--- config.mk ---
export PLATFORM = sky130hd
export DESIGN_NAME = fifo_spram_rd_prefetch
export DESIGN_NICKNAME = d
export VERILOG_FILES = /design/src/rtl/fifo_spram_rd_prefetch.sv
export SDC_FILE = /design/constraint.sdc
export NUM_CORES = 1
export LEC_CHECK = 0
export ABC_AREA = 1
export ABC_CLOCK_PERIOD_IN_PS = 5500
export CORE_MARGIN = 2
export CORE_UTILIZATION = 48
export CTS_CLUSTER_DIAMETER = 100
export CTS_CLUSTER_SIZE = 40
export DETAILED_ROUTE_END_ITERATION = 8
export HOLD_SLACK_MARGIN = 0.03
export PLACE_DENSITY = 0.78
export SETUP_SLACK_MARGIN = 0.02
export SYNTH_ARGS = -nofsm -noshare
export SYNTH_HDL_FRONTEND = slang
export SYNTH_SLANG_ARGS = --single-unit
--- constraint.sdc ---
create_clock -name clk -period 5.5 [get_ports clk]
set_input_delay 1.65 -clock clk [delete_from_list [all_inputs] [get_ports clk]]
set_output_delay 1.65 -clock clk [all_outputs]
set_load 0.01 [all_outputs]
--- src/rtl/fifo_spram_rd_prefetch.sv ---
`default_nettype none
// ============================================================================
// Module      : fifo_spram_rd_prefetch
// Description : Read-side engine for a single-port-RAM FIFO that shares its
//               clock domain with the writer. It follows the writer's pointer
//               and requests RAM reads through a shared port arbiter. A small
//               output buffer hides the 1-cycle RAM read latency and feeds a
//               valid/ready stream with no bubbles. The read pointer is
//               published so that the writer can compute free space.
// Ports       : clk, rst_n (async, active-low), flush (sync drop + resync)
//               wr_ptr / rd_ptr      : ADDR_WIDTH+1 pointers, MSB is the wrap bit
//               rd_req/rd_addr/rd_gnt: RAM read port, arbitrated
//               rd_data              : RAM data, one cycle after a grant
//               out_data/out_valid/out_ready : downstream stream
//               obuf_count           : words held in the output buffer
// Revision    : 1.0 - initial release
// ============================================================================
module fifo_spram_rd_prefetch #(
    parameter int DATA_WIDTH = 8,
    parameter int FIFO_DEPTH = 16,
    parameter int ADDR_WIDTH = $clog2(FIFO_DEPTH),
    parameter int OBUF_DEPTH = 2
) (
    input  logic                            clk,
    input  logic                            rst_n,
    input  logic                            flush,
    input  logic [ADDR_WIDTH:0]             wr_ptr,
    output logic [ADDR_WIDTH:0]             rd_ptr,
    output logic                            rd_req,
    output logic [ADDR_WIDTH-1:0]           rd_addr,
    input  logic                            rd_gnt,
    input  logic [DATA_WIDTH-1:0]           rd_data,
    output logic [DATA_WIDTH-1:0]           out_data,
    output logic                            out_valid,
    input  logic                            out_ready,
    output logic [$clog2(OBUF_DEPTH+1)-1:0] obuf_count
);

    localparam int c_CNT_W = $clog2(OBUF_DEPTH + 1);
    localparam int c_OCC_W = c_CNT_W + 1;
    localparam int c_IDX_W = (OBUF_DEPTH > 1) ? $clog2(OBUF_DEPTH) : 1;
    localparam int c_PTR_W = ADDR_WIDTH + 1;
    localparam logic [c_IDX_W-1:0] c_LAST_IDX = c_IDX_W'(OBUF_DEPTH - 1);

    logic [c_PTR_W-1:0]    r_rd_ptr;
    logic                  r_inflight;
    logic [c_CNT_W-1:0]    r_count;
    logic [c_IDX_W-1:0]    r_head;
    logic [c_IDX_W-1:0]    r_tail;
    logic [DATA_WIDTH-1:0] r_mem [OBUF_DEPTH];

    logic                  w_pop;
    logic                  w_ram_avail;
    logic [c_OCC_W-1:0]    w_occ;
    logic                  w_space;
    logic                  w_req;
    logic                  w_issue;
    logic                  w_capture;
    logic [c_CNT_W-1:0]    w_count_nxt;

    // Circular index increment. This also works when OBUF_DEPTH is not a power of two.
    function automatic logic [c_IDX_W-1:0] f_next(input logic [c_IDX_W-1:0] idx);
        if (idx == c_LAST_IDX) begin
            f_next = '0;
        end else begin
            f_next = idx + c_IDX_W'(1);
        end
    endfunction

    // A flush drops everything, so a pop during flush has no effect.
    assign w_pop       = (r_count != '0) & out_ready & ~flush;
    // Equal pointers mean empty. Pointers that differ only in the wrap bit mean full.
    assign w_ram_avail = (wr_ptr != r_rd_ptr);

    // This is the occupancy the buffer will have once the in-flight word lands
    // and this cycle's pop leaves. A read is issued only when a slot is still
    // free after that. Buffer space is therefore reserved at issue time, and
    // the capture never needs a stall. The comb path from out_ready to rd_req
    // is what gives back-to-back throughput with two entries.
    assign w_occ   = {1'b0, r_count} + c_OCC_W'(r_inflight) - c_OCC_W'(w_pop);
    assign w_space = (w_occ < c_OCC_W'(OBUF_DEPTH));

    assign w_req     = w_ram_avail & ~flush & w_space;
    assign w_issue   = w_req & rd_gnt;
    assign w_capture = r_inflight & ~flush;

    assign w_count_nxt = r_count + c_CNT_W'(w_capture) - c_CNT_W'(w_pop);

    always_ff @(posedge clk or negedge rst_n) begin
        if (!rst_n) begin
            r_rd_ptr   <= '0;
            r_inflight <= 1'b0;
            r_count    <= '0;
            r_head     <= '0;
            r_tail     <= '0;
            for (int i = 0; i < OBUF_DEPTH; i++) begin
                r_mem[i] <= '0;
            end
        end else if (flush) begin
            // Resync to the writer. Any data returning this cycle is discarded.
            r_rd_ptr   <= wr_ptr;
            r_inflight <= 1'b0;
            r_count    <= '0;
            r_head     <= '0;
            r_tail     <= '0;
        end else begin
            if (w_issue) begin
                r_rd_ptr <= r_rd_ptr + c_PTR_W'(1);
            end
            r_inflight <= w_issue;
            if (w_capture) begin
                r_mem[r_tail] <= rd_data;
                r_tail        <= f_next(r_tail);
            end
            if (w_pop) begin
                r_head <= f_next(r_head);
            end
            r_count <= w_count_nxt;
        end
    end

    assign rd_ptr     = r_rd_ptr;
    assign rd_req     = w_req;
    assign rd_addr    = r_rd_ptr[ADDR_WIDTH-1:0];
    assign out_data   = r_mem[r_head];
    assign out_valid  = (r_count != '0);
    assign obuf_count = r_count;

endmodule
`default_nettype wire

==> run metrics, run 1 <==
post-synthesis cell count=189; die height=60.0 um; outcome=finished, final reports clean; Primary FF master, synth=dfrtp_1; final std cell area, no fill=1980 sq um; Area Growth Syn to Fin=31.4%; width of the die=60.0 um; remaining global-route overflow=0; CTS tree=built; IO buf count=38; Die ar.=3600 sq um; H-Tree Depth=1; initial antenna violation count=0; Rows=20; GRT Total Usage=18.4%; buffers and inverters on the worst path=3; drt drc=0; Initial DRC Count=47; share of the synthesized area in the top cell type=43.3%; Antenna diodes=0; Worst EP required=3.85 ns; Final Cycle Share=92.0%; Setup crit start kind=input pin; Async SR Flop Fraction=100%; CTS Root Cell=clkbuf_4; Post-synth EDFFs=0; largest area contributor in the netlist=dfrtp_1; final worst slack=0.442 ns; Via Count=1241; DPL Wire Length=2100 um; Num CTS Buffers=3; global-route wire length before repair=4970 um; pwr/cell area=397 nW/um^2; mean area per synthesized cell=7.96 sq um; largest net degree at the start of global routing=27; CTS clk-pin slew, worst paths=0.14 ns; top cell family by delay on the critical path=adder cells; top post-synthesis cells by area=dfrtp_1 43%, nand2_1 17%, inv_1 5.0%; Final Hold Viols=0; Worst VDD drop=0.221 mV; Syn Nets=212; Via density=4.58; RD Place Congestion=0.735; placed inst area=1900 sq um; Worst path slowest cell=fa_1; register bit total from synthesis=26; Final Max Slew Viols=0; total power=0.785 mW; nets=251; Mapped Area=1500 sq um; CP max stage delay=0.50 ns; Clk Latency, worst-skew pair=0.32 ns; relative slew slack=52.7%; YS warnings=0; RSZ-0062 raised after global routing=false; critical path's most frequent cell=nand2_2; Detail Route Antenna Nets=0; Synth cell types=27; final setup violation count=0; number of iterations in the first detailed-routing pass=4; Hold WC Path Type=flip-flop to flip-flop; post-layout minimum cycle time=5.06 ns; effective utilization at floorplan=49.7%; worst slew pin tran=0.709 ns; number of global-route vias before repair=1222; fmax=198 MHz; Max-Cap Viols=0; TritonCTS sink count=26; setup_tns=0 ns; Static Leak=1.01 nW; top cells by count, synth=69 x nand2_1, 26 x dfrtp_1, 20 x inv_1; cells along the critical path=dlymetal6s2s_1 -> nand2_2 -> nor2_4 -> ha_1 -> or2_4 -> fa_1 -> nand2_2 -> nor3b_4 -> nand2_1 -> inv_1 -> buf_2; Critical Path AT=3.41 ns; CP endpoint kind=primary output; final WL=2900 um; sequential element share of the synthesized area=43.3%; pre-CTS WS=-0.417 ns; I/O Pins=39; most frequent cell after synthesis=nand2_1; Register-to-Register Setup Slack=2.88 ns; layout cell share with drive strength beyond 1=14.1%; clock skew=0.00293 ns; WL/cell=10.7 um; core area=3030 sq um; clk buf depth=2; worst-path maximum fanout=2; Setup CP Type=input pin to primary output
==> flip-flops by register name, summed over array words and instances, names as in the netlist <==
signal and flops:
r_mem 16, rd_ptr 5, obuf_count 2, r_head 1, r_inflight 1, r_tail 1
==> stage by stage <==
stage	utilization, %	hold slack, ns	std cells
floorplan	-	0.453	189
global placement	62.9	0.465	266
detailed placement	62.9	0.468	266
CTS	64.8	0.501	271
global route	65.2	0.543	271
finish	65.2	0.497	271
==> worst reg2reg max path, cell delays in order, from the launching register on <==
cell and delay, ns:
dfrtp_1 0.46, inv_1 0.11, nand2_1 0.08, nand2_2 0.10, nor2_4 0.04, ha_1 0.26, or2_4 0.25, fa_1 0.50
nand2_2 0.07, nor3b_4 0.20, buf_4 0.14, nand3_4 0.12, nand2_4 0.11, nand2_1 0.07, nand2_1 0.06
==> cells in the final DEF, fill, tap and decap left out, drive strengths merged <==
cell type,instances
clkinv,2
or2,2
dlymetal6s2s,2
dfrtp,26
nor3b,1
fa,1
clkbuf,3
nor2,8
o21ai,23
xnor2,2
a21oi,2
buf,7
nand2,72
inv,22
clkdlybuf4s50,35
ha,4
bufinv,1
xor2,3
nand3,11
==> power breakdown <==
| group | switching [mW] | internal (mW) | total [mW] |
|---|---|---|---|
| sequential | 0.0539 | 0.257 | 0.311 |
| clock | 0.0562 | 0.0737 | 0.130 |
| combinational | 0.158 | 0.186 | 0.344 |
| total | 0.268 | 0.516 | 0.785 |
==> layer usage <==
metal  vias up  routed length (um)  GRT usage, %  share of wire, %
li1        655                   -             -                 -
met1       556                1330          22.1                46
met2        26                1460          33.7                50
met3         4                  75          1.95               2.6
met4         0                  38          6.35               1.3
met5         -                   0             0                 0
==> worst paths after layout <==
path,start,endpoint,cells past startpoint
worst max-delay path,out_ready,rd_req,11
worst min-delay path,r_mem[15],r_mem[15],2
worst max register to register,obuf_count[1],rd_ptr[1],14
worst min register to register,r_mem[15],r_mem[15],2
max in group asynchronous,rst_n,r_inflight,2
min in group asynchronous,rst_n,r_mem[13],2
==> cells by family (layout without fill, tap and decap cells) <==
logic type / Yosys count / in the layout / share of synthesized area [%]
AO/OA/AOI/OAI: 25 / 25 / 10.3
buffers and inverters: 34 / 72 / 11.0
AND/OR/NAND/NOR: 94 / 94 / 27.9
XOR/XNOR: 5 / 5 / 2.91
adder cells (fa/ha/maj): 5 / 5 / 4.66
flip-flops: 26 / 26 / 43.3
==> final cells by class <==
type	count	area [sq um]
inverter	24	91.3
fill	266	1050
multi-input combinational	129	701
timing repair buffer	44	425
clock inverter	1	30.0
clock buffer	3	22.5
tap	44	55.1
sequential	26	651
==> what timing repair did <==
item,in CTS,in global routing
buffers inserted,1,0
hold buffers,0,0
pin swaps,3,5
resized for setup,6,4
gates cloned,0,0
setup endpoints to repair,1,1
(Power assumes the default switching activity.)
==> inputs of run 2 (changes only) <==
CORE_UTILIZATION = 40   (was 48)
PLACE_DENSITY = 0.67   (was 0.78)
==> run 2 against run 1 <==
Against the previous run:
- first-iteration DRC count increased by 49%
- combinational power about the same
- setup slack got worse by 0.34 ns
- core utilization decreased by 11 points
- maximum frequency decreased by 6.2%
- highest routed layer unchanged
==> run metrics, run 2 (synthesis results as in run 1) <==
GRT Total Usage=14.5%; Via density=4.48; max FFs per register=16; CTS Hold Bufs=0; Final Util=54.3%; Post-Layout Cell Count=275; H-Tree Depth=1; Register-to-Register Setup Slack=2.90 ns; Initial DRC Count=70; Num CTS Buffers=3; Hold WC Path Type=flip-flop to flip-flop; Static Leak=0.994 nW; cells along the critical path=clkdlybuf4s50_1 -> nor2_4 -> ha_1 -> or2_4 -> fa_1 -> nand2_2 -> nor3b_4 -> nand2_1 -> inv_1 -> buf_2; commonest non-fill, non-tap cell in the layout=nand2_1; Max-Cap Viols=0; worst slew pin tran=0.710 ns; Largest Register=r_mem; largest net degree at the start of global routing=27; outcome=finished, final reports clean; worst-path maximum fanout=2; global-route wire length before repair=4930 um; CP endpoint kind=primary output; setup_tns=0 ns; Rows=22; Worst VDD drop=0.201 mV; CP max stage delay=0.53 ns; TritonCTS sink count=26; placed inst area=1910 sq um; Detail Route Antenna Nets=0; width of the die=65.3 um; remaining global-route overflow=0; Final Hold Viols=0; Final Cycle Share=98.1%; Sw Share=35.1%; Critical Path AT=3.74 ns; cell total after placement=270; layout cell share with drive strength beyond 1=14.1%; Clk Latency, worst-skew pair=0.27 ns; final worst slack=0.106 ns; Setup CP Type=input pin to primary output; core area=3630 sq um; Worst path slowest cell=clkdlybuf4s50_1; Setup crit start kind=input pin; final std cell area, no fill=1970 sq um; clock skew=0.00710 ns; I/O Pins=39; final WL=2850 um; switching pwr=0.266 mW; die height=65.3 um; RSZ-0062 raised after global routing=false; Final Max Slew Viols=0; fmax=185 MHz; Die ar.=4270 sq um; number of iterations in the first detailed-routing pass=4; pre-CTS WS=-0.415 ns; CTS tree=built; RD Place Congestion=0.761; CTS Root Cell=clkbuf_8; WL/cell=10.4 um; DPL Wire Length=2020 um; Area Growth Syn to Fin=31.1%; Internal Power=0.493 mW; combinational fraction of design power=45.4%; clk buf depth=2; number of global-route vias before repair=1156; final setup violation count=0; CTS clk-pin slew, worst paths=0.09 ns; Via Count=1233; pwr/cell area=385 nW/um^2; total power=0.760 mW; nets=252; IO buf count=38; Clock power frac=13.7%; drt drc=0; effective utilization at floorplan=41.4%; initial antenna violation count=0; Worst EP required=3.85 ns; sequential share of power=40.9%; most frequent cells in the layout=68 x nand2_1, 37 x clkdlybuf4s50_1, 26 x dfrtp_1; Antenna diodes=0; relative slew slack=52.7%; Fill cells=361; post-layout minimum cycle time=5.39 ns; hold slack=0.487 ns
[run 2: cell count changes in the layout (fill, tap and decap cells not counted), sizes merged]
cell           before  now
dlymetal6s2s        2    0
clkdlybuf4s50      35   37
buf                 7    8
bufinv              1    0
[run 2: layout make-up]
cell class / instances / area, sq um / area share (%)
multi-input combinational: 129 / 701 / 35.5
sequential: 26 / 651 / 33.0
timing repair buffer: 45 / 428 / 21.7
inverter: 24 / 91.3 / 4.63
tap: 48 / 60.1 / 3.05
clock buffer: 3 / 41.3 / 2.09
[run 2: timing repair]
item / in CTS / in global routing
pin swaps: 3 / 5
endpoints found under the setup margin: 1 / 1
endpoints found under the hold margin: 0 / 0
buffers inserted: 1 / 1
resized for setup: 6 / 2
[run 2: final timing paths]
kind | to | cells past startpoint | start
setup / recovery | rd_req | 10 | flush
hold / removal | r_mem[2] | 2 | r_mem[2]
setup reg to reg | rd_ptr[3] | 14 | obuf_count[1]
hold reg to reg | r_mem[2] | 2 | r_mem[2]
max in group asynchronous | r_inflight | 2 | rst_n
min in group asynchronous | r_mem[7] | 2 | rst_n
[run 2: power groups by stage]
stage / Clock [mW] / Sequential (mW) / Combinational, mW
final: 0.104 / 0.311 / 0.345
after global routing: 0.114 / 0.322 / 0.388
after CTS: 0.107 / 0.310 / 0.347
after detailed placement: 0 / 0.314 / 0.346
after global placement: 0 / 0.311 / 0.343
after floorplan: 0 / 0.305 / 0.200
[run 2: worst max-delay path, delay by kind of cell]
kind          cells  cell delay (ns)
simple gates      5             0.65
fa+ha+maj         2             0.76
buf+inv           3             0.69
[run 2: metal layers]
metal	GRT usage [%]	part of all wire, %	up-vias
met3	2.40	4.8	2
met2	24.0	47	35
met1	20.0	47	540
li1	-	-	656
met5	0	0	-
met4	3.13	0.42	0
==> inputs of run 3 (changes only) <==
SLEW_MARGIN = 20   (was unset)
==> results of run 3 <==
No change in the layout: final DEF, timing and power equal those of run 2.
